--- src/rtl/mem_stage.sv ---
// MEM stage: load/store over a req/ack data bus. It stalls the pipeline while an access is outstanding.
// Optional access timeout is enabled by defining MEM_TIMEOUT_EN.
module mem_stage #(
  parameter int unsigned TIMEOUT_CYCLES = 255
) (
  input  logic        clk_i,
  input  logic        rst_i,
  input  logic [31:0] alu_result_i,
  input  logic [31:0] mem_wd_i,
  input  logic        mem_we_i,
  input  logic [1:0]  mem_data_sel_i,
  input  logic [4:0]  wr_i,
  input  logic [1:0]  wd_sel_i,
  input  logic        regfile_we_i,
  input  logic [31:0] return_pc_i,
  input  logic [31:0] current_pc_i,
  output logic        bus_req_o,
  output logic        bus_we_o,
  output logic [31:0] bus_addr_o,
  output logic [3:0]  bus_be_o,
  output logic [31:0] bus_wdata_o,
  input  logic [31:0] bus_rdata_i,
  input  logic        bus_ack_i,
  output logic        stall_o,
  output logic [31:0] wd_o,
  output logic [4:0]  wr_o,
  output logic        regfile_we_o,
  output logic [31:0] current_pc_o,
  output logic        misalign_o,
  output logic        mem_err_o
);

  typedef enum logic [1:0] {StIdle, StWait, StDone} state_e;

  state_e      state_q, state_d;
  logic [31:0] rdata_q, rdata_d;
  logic        mem_op;
  logic        req;
  logic        timeout;
  logic [1:0]  off;
  logic [3:0]  st_be;
  logic [15:0] ld_half;
  logic [7:0]  ld_byte;
  logic [31:0] ld_data;

  assign off    = alu_result_i[1:0];
  assign mem_op = mem_we_i | (regfile_we_i & (wd_sel_i == 2'b01));

`ifdef MEM_TIMEOUT_EN
  localparam int unsigned CntW = ($clog2(TIMEOUT_CYCLES + 1) > 8) ?
                                 $clog2(TIMEOUT_CYCLES + 1) : 8;

  logic [CntW-1:0] cnt_q, cnt_d;
  logic            err_q, err_d;

  assign timeout = (state_q == StWait) && !bus_ack_i &&
                   (cnt_q == CntW'(TIMEOUT_CYCLES - 1));

  // Counter is zero outside WAIT, so it starts from zero on every entry.
  always_comb begin
    cnt_d = '0;
    if (state_q == StWait) cnt_d = cnt_q + CntW'(1);
    err_d = timeout;
  end

  always_ff @(posedge clk_i or posedge rst_i) begin
    if (rst_i) begin
      cnt_q <= '0;
      err_q <= 1'b0;
    end else begin
      cnt_q <= cnt_d;
      err_q <= err_d;
    end
  end

  assign mem_err_o = err_q & (state_q == StDone);
`else
  assign timeout   = 1'b0;
  assign mem_err_o = 1'b0;
`endif

  always_comb begin
    state_d = state_q;
    req     = 1'b0;
    unique case (state_q)
      StIdle: begin
        if (mem_op) begin
          req     = 1'b1;
          state_d = bus_ack_i ? StDone : StWait;
        end
      end
      StWait: begin
        req = 1'b1;
        if (bus_ack_i || timeout) state_d = StDone;
      end
      StDone:  state_d = StIdle;
      default: state_d = StIdle;
    endcase
  end

  // The EX/MEM register still holds the op while reset is applied, so gate the request directly.
  assign bus_req_o = req & ~rst_i;
  assign stall_o   = bus_req_o & (state_q != StDone);

  always_comb begin
    rdata_d = rdata_q;
    if (bus_req_o && bus_ack_i) rdata_d = bus_rdata_i;
    else if (timeout)           rdata_d = 32'h0;
  end

  always_ff @(posedge clk_i or posedge rst_i) begin
    if (rst_i) begin
      state_q <= StIdle;
      rdata_q <= 32'h0;
    end else begin
      state_q <= state_d;
      rdata_q <= rdata_d;
    end
  end

  always_comb begin
    bus_wdata_o = mem_wd_i;
    st_be       = 4'b1111;
    unique case (mem_data_sel_i)
      2'b00: begin
        bus_wdata_o = mem_wd_i;
        st_be       = 4'b1111;
      end
      2'b01: begin
        bus_wdata_o = {2{mem_wd_i[15:0]}};
        st_be       = off[1] ? 4'b1100 : 4'b0011;
      end
      default: begin
        bus_wdata_o = {4{mem_wd_i[7:0]}};
        st_be       = 4'b0001 << off;
      end
    endcase
  end

  assign bus_addr_o = {alu_result_i[31:2], 2'b00};
  assign bus_we_o   = bus_req_o & mem_we_i;
  assign bus_be_o   = bus_req_o ? (mem_we_i ? st_be : 4'b1111) : 4'b0000;
  assign misalign_o = bus_req_o & (((mem_data_sel_i == 2'b01) & off[0]) |
                                   ((mem_data_sel_i == 2'b00) & (off != 2'b00)));

  assign ld_half = off[1] ? rdata_q[31:16] : rdata_q[15:0];

  always_comb begin
    ld_byte = rdata_q[7:0];
    unique case (off)
      2'b00: ld_byte = rdata_q[7:0];
      2'b01: ld_byte = rdata_q[15:8];
      2'b10: ld_byte = rdata_q[23:16];
      2'b11: ld_byte = rdata_q[31:24];
      default: ld_byte = rdata_q[7:0];
    endcase
  end

  always_comb begin
    ld_data = rdata_q;
    unique case (mem_data_sel_i)
      2'b00: ld_data = rdata_q;
      2'b01: ld_data = {{16{ld_half[15]}}, ld_half};
      2'b10: ld_data = {{24{ld_byte[7]}}, ld_byte};
      2'b11: ld_data = {24'h0, ld_byte};
      default: ld_data = rdata_q;
    endcase
  end

  always_comb begin
    wd_o = alu_result_i;
    unique case (wd_sel_i)
      2'b01:   wd_o = ld_data;
      2'b10:   wd_o = return_pc_i;
      default: wd_o = alu_result_i;
    endcase
  end

  assign wr_o         = wr_i;
  assign regfile_we_o = regfile_we_i & ~stall_o;
  assign current_pc_o = current_pc_i;

endmodule

--- config.mk ---
export PLATFORM = sky130hd
export DESIGN_NAME = mem_stage
export DESIGN_NICKNAME = d
export VERILOG_FILES = /design/src/rtl/mem_stage.sv
export SDC_FILE = /design/constraint.sdc
export NUM_CORES = 1
export LEC_CHECK = 0
export CAP_MARGIN = 20
export CORE_AREA = 2 2 123 125
export DETAILED_ROUTE_END_ITERATION = 16
export DIE_AREA = 0 0 125 127
export GPL_ROUTABILITY_DRIVEN = 1
export PLACE_DENSITY_LB_ADDON = 0.25
export REMOVE_ABC_BUFFERS = 1
export SYNTH_ARGS = -nofsm -noshare
export SYNTH_HDL_FRONTEND = slang
export SYNTH_SLANG_ARGS = --single-unit
--- constraint.sdc ---
create_clock -name clk_i -period 5 [get_ports clk_i]
set_input_delay 1 -clock clk_i [delete_from_list [all_inputs] [get_ports clk_i]]
set_output_delay 1 -clock clk_i [all_outputs]
set_load 0.01 [all_outputs]
==> summary.txt <==
Run status
  – Outcome: completed

GRT
  – GR met1 Demand/Resource: 0.230
  – Tot GR Track Use: 0.186
  – GRT busiest layer: met2
  – Number of global-route vias before repair: 3847
  – Largest net degree at the start of global routing: 48
  – GRT met2 Usage: 0.304
  – Aggregate global routing overflow: 0
  – Global-route wire length before repair: 22500 um
  – Initial antenna violation count: 0
  – Grt met3 use: 0.0787

Floorplan
  – Die Area: 15900 sq um
  – Initial core utilization: 0.235
  – Core area: 14400 sq um
  – Rows: 44
  – Die X: 125 um
  – Die Ht: 127 um
  – I/O Pins: approximately 320

Clocking
  – Post-CTS Setup Bufs: 0
  – Hold Buf Count CTS: 0
  – CTS root buffer: clkbuf_16
  – Htree depth: 2
  – Clock buffer depth: 2
  – CTS sink count: 34
  – Cts repair resizes: 0
  – Skew-Pair Late Insertion Delay: about 280 ps
  – TritonCTS clock tree: yes
  – Clk slew on worst S/H paths: around 50 ps
  – TritonCTS Buffers: 5

Place
  – Gpl congestion: 0.841
  – DP HPWL: roughly 12000 um
  – DP Cell Count: approximately 750
  – Cell Area, Placed: 5410 sq um
  – Setup WS pre-CTS: between 400 and 500 ps
  – Port-buffer cells: about 240

Logic synthesis
  – Area leader, netlist: dfrtp_1
  – Async set-reset flop share out of synthesis: 1.00
  – Cells after synthesis: around 410
  – Post-synth EDFFs: 0
  – Post-synthesis mux area share: 0.196
  – Post-synthesis sequential area ratio: 0.251
  – Xor/xnor share of the synthesized area: 0
  – Unique masters post-synth: 34
  – Post-synth top area share: 0.251
  – Synth Warn #: 0
  – Simple-Gate Fraction of Synth Area: 0.0989
  – Post-Syn Area: between 3000 and 4000 sq um
  – Synth Area in Adders: 0.00738
  – Synth Area in Compound Gates: 0.208
  – #FFs+latches synth: 34
  – Main combinational cell family by area after synthesis: buffers and inverters
  – Synth Area per Inst: ~8.2 sq um
  – Main flop type after synthesis: dfrtp_1
  – Largest cells by area after synthesis: dfrtp_1 25%, buf_4 17%, mux2_2 13%

Drt
  – DR vias/cell: between 4 and 5
  – DRT iter0 DRCs: roughly 100
  – Routed wire length per instance: just over 20 um
  – Antenna viol nets, final: 0
  – DRT Wirelength: 15500 um
  – Drt pass-1 iters: 5
  – Routed vias: 3673
  – DRC viols: 0

Timing
  – Final min period: 4530 ps
  – Max-slew violation count: 0
  – Worst relative slew slack: 0.502
  – Final Hold Vio Count: 0
  – Period utilisation layout: 0.905
  – Setup Skew: between 4 and 5 ps
  – Final setup viols: 0
  – RSZ-0062 raised after global routing: no
  – Final worst slack: around 470 ps
  – Final setup TNS: 0 ps
  – Peak Freq: 221 MHz
  – Least-Margin Pin Slew: about 740 ps

Worst setup path
  – Cell mode on critical path: clkdlybuf4s50_1
  – Critical Path Sink Type: output port
  – Kind of start point of the critical path: primary input
  – Crit-path cells: clkdlybuf4s50_1, inv_1, ha_2, buf_4, nor2_1, a221oi_1, clkdlybuf4s50_1
  – Crit path max fanout: 47
  – CP Class: in2out
  – Buf+Inv Stages, Crit Path: 4
  – Crit path required time: around 4000 ps
  – Worst Path Arrival: roughly 3500 ps
  – Cells on worst reg2reg path: 4
  – Critical path depth: 7
  – Critical path's top delay family: buffers and inverters
  – Slowest cell on crit path: clkdlybuf4s50_1
  – CP peak stage delay: 590 ps

Pwr
  – PwrDens: roughly 230 nW/um^2
  – VDD IR max: 0.000136 V
  – Leak pwr: approximately 2.2 nW
  – Pint: around 880 uW
  – Switching power: roughly 410 uW
  – Power share of the clock group: 0.244
  – Logic gate share of total power: 0.445
  – Sw Share: 0.317
  – Sequential Power Share: 0.311

Run
  – Max cap viols: 0

Cells and area
  – Area added between synthesis and finish: 63.8%
  – Finished Layout Cells: between 700 and 800
  – Final #Nets: between 700 and 800
  – Final instance area: between 5000 and 6000 sq um
  – Final design utilization: 0.385
  – Ratio of cells with drive above 1 in the final layout: 0.116
  – N_diodes: 0

Min path
  – Hold WC Path Type: reg2reg
  – Hold Path Depth: 1
## cell families after synthesis
family                   count (synthesis)
AO/OA/AOI/OAI                          114
adder cells (fa/ha/maj)                  2
buffers and inverters                  128
flip-flops                              34
multiplexers                            60
other                                    1
AND/OR/NAND/NOR                         74
## routing by layer
layer  vias to the layer above  wire [um]
met5                         -         71
met3                        13       1600
met4                         2        177
met2                       237       7030
li1                       1690          -
met1                      1731       6570
## sequential cells by signal (all words and copies together) (netlist names)
signal   cells
state_q      2
rdata_q     32
## final cells by class
type                            instances  area, sq um
Clock buffer                            7          143
Clock inverter                          1         5.00
Fill cell                            1466         8870
Inverter                               22         82.6
Multi-Input combinational cell        253         1750
Sequential cell                        34          851
Tap cell                              184          230
Timing Repair Buffer                  253         2500
## layout by cell type, fill, tap and decap left out, types with 2 or more instances in the layout
cell | netlist | routed
a221oi_1 | 14 | 14
a31oi_1 | 2 | 2
and3_1 | 8 | 8
mux2_1 | 2 | 2
inv_1 | 22 | 22
a21oi_1 | 17 | 17
nand3_1 | 2 | 2
clkdlybuf4s50_1 | 0 | 239
clkbuf_16 | 0 | 5
buf_4 | 78 | 14
o21ai_0 | 51 | 51
or2_1 | 2 | 2
nand2_1 | 26 | 26
conb_1 | 1 | 3
nand2b_1 | 2 | 2
and2_1 | 3 | 3
nor2_1 | 28 | 28
mux2i_1 | 17 | 17
mux2_2 | 40 | 40
a22oi_1 | 19 | 19
dfrtp_1 | 34 | 34
a211oi_1 | 7 | 7
## power by group through the flow
stage	Clock [mW]	Sequential (mW)	Combinational [mW]
floorplan	0	0.383	0.232
global placement	0	0.401	0.573
detailed placement	0	0.404	0.578
CTS	0.318	0.400	0.581
global route	0.330	0.410	0.619
finish	0.314	0.400	0.572
## path summary, 6_finish.rpt
path,slack (ps),endpoint,start
worst max register to register,3300,rdata_q[14],state_q[1]
worst min register to register,490,rdata_q[3],rdata_q[3]
min in group asynchronous,1100,state_q[0],rst_i
worst max-delay path,470,wd_o[5],wd_sel_i[0]
worst min-delay path,490,rdata_q[3],rdata_q[3]
max in group asynchronous,3210,rdata_q[14],rst_i
## per-stage QoR
stage	hold slack [ps]	power [mW]
after CTS	492	1.30
after floorplan	459	0.615
after detailed placement	480	0.983
after global routing	524	1.36
after global placement	473	0.974
final	491	1.29
## cell usage after synthesis (all sizes together), types with 2 or more instances
cell / n
a211oi: 7
a21oi: 17
a221oi: 14
a22oi: 19
a31oi: 2
and2: 3
and3: 8
buf: 93
clkbuf: 13
dfrtp: 34
ha: 2
inv: 22
mux2: 42
mux2i: 17
nand2: 26
nand2b: 2
nand3: 2
nor2: 28
o21ai: 51
or2: 2
(Power assumes the default switching activity.)
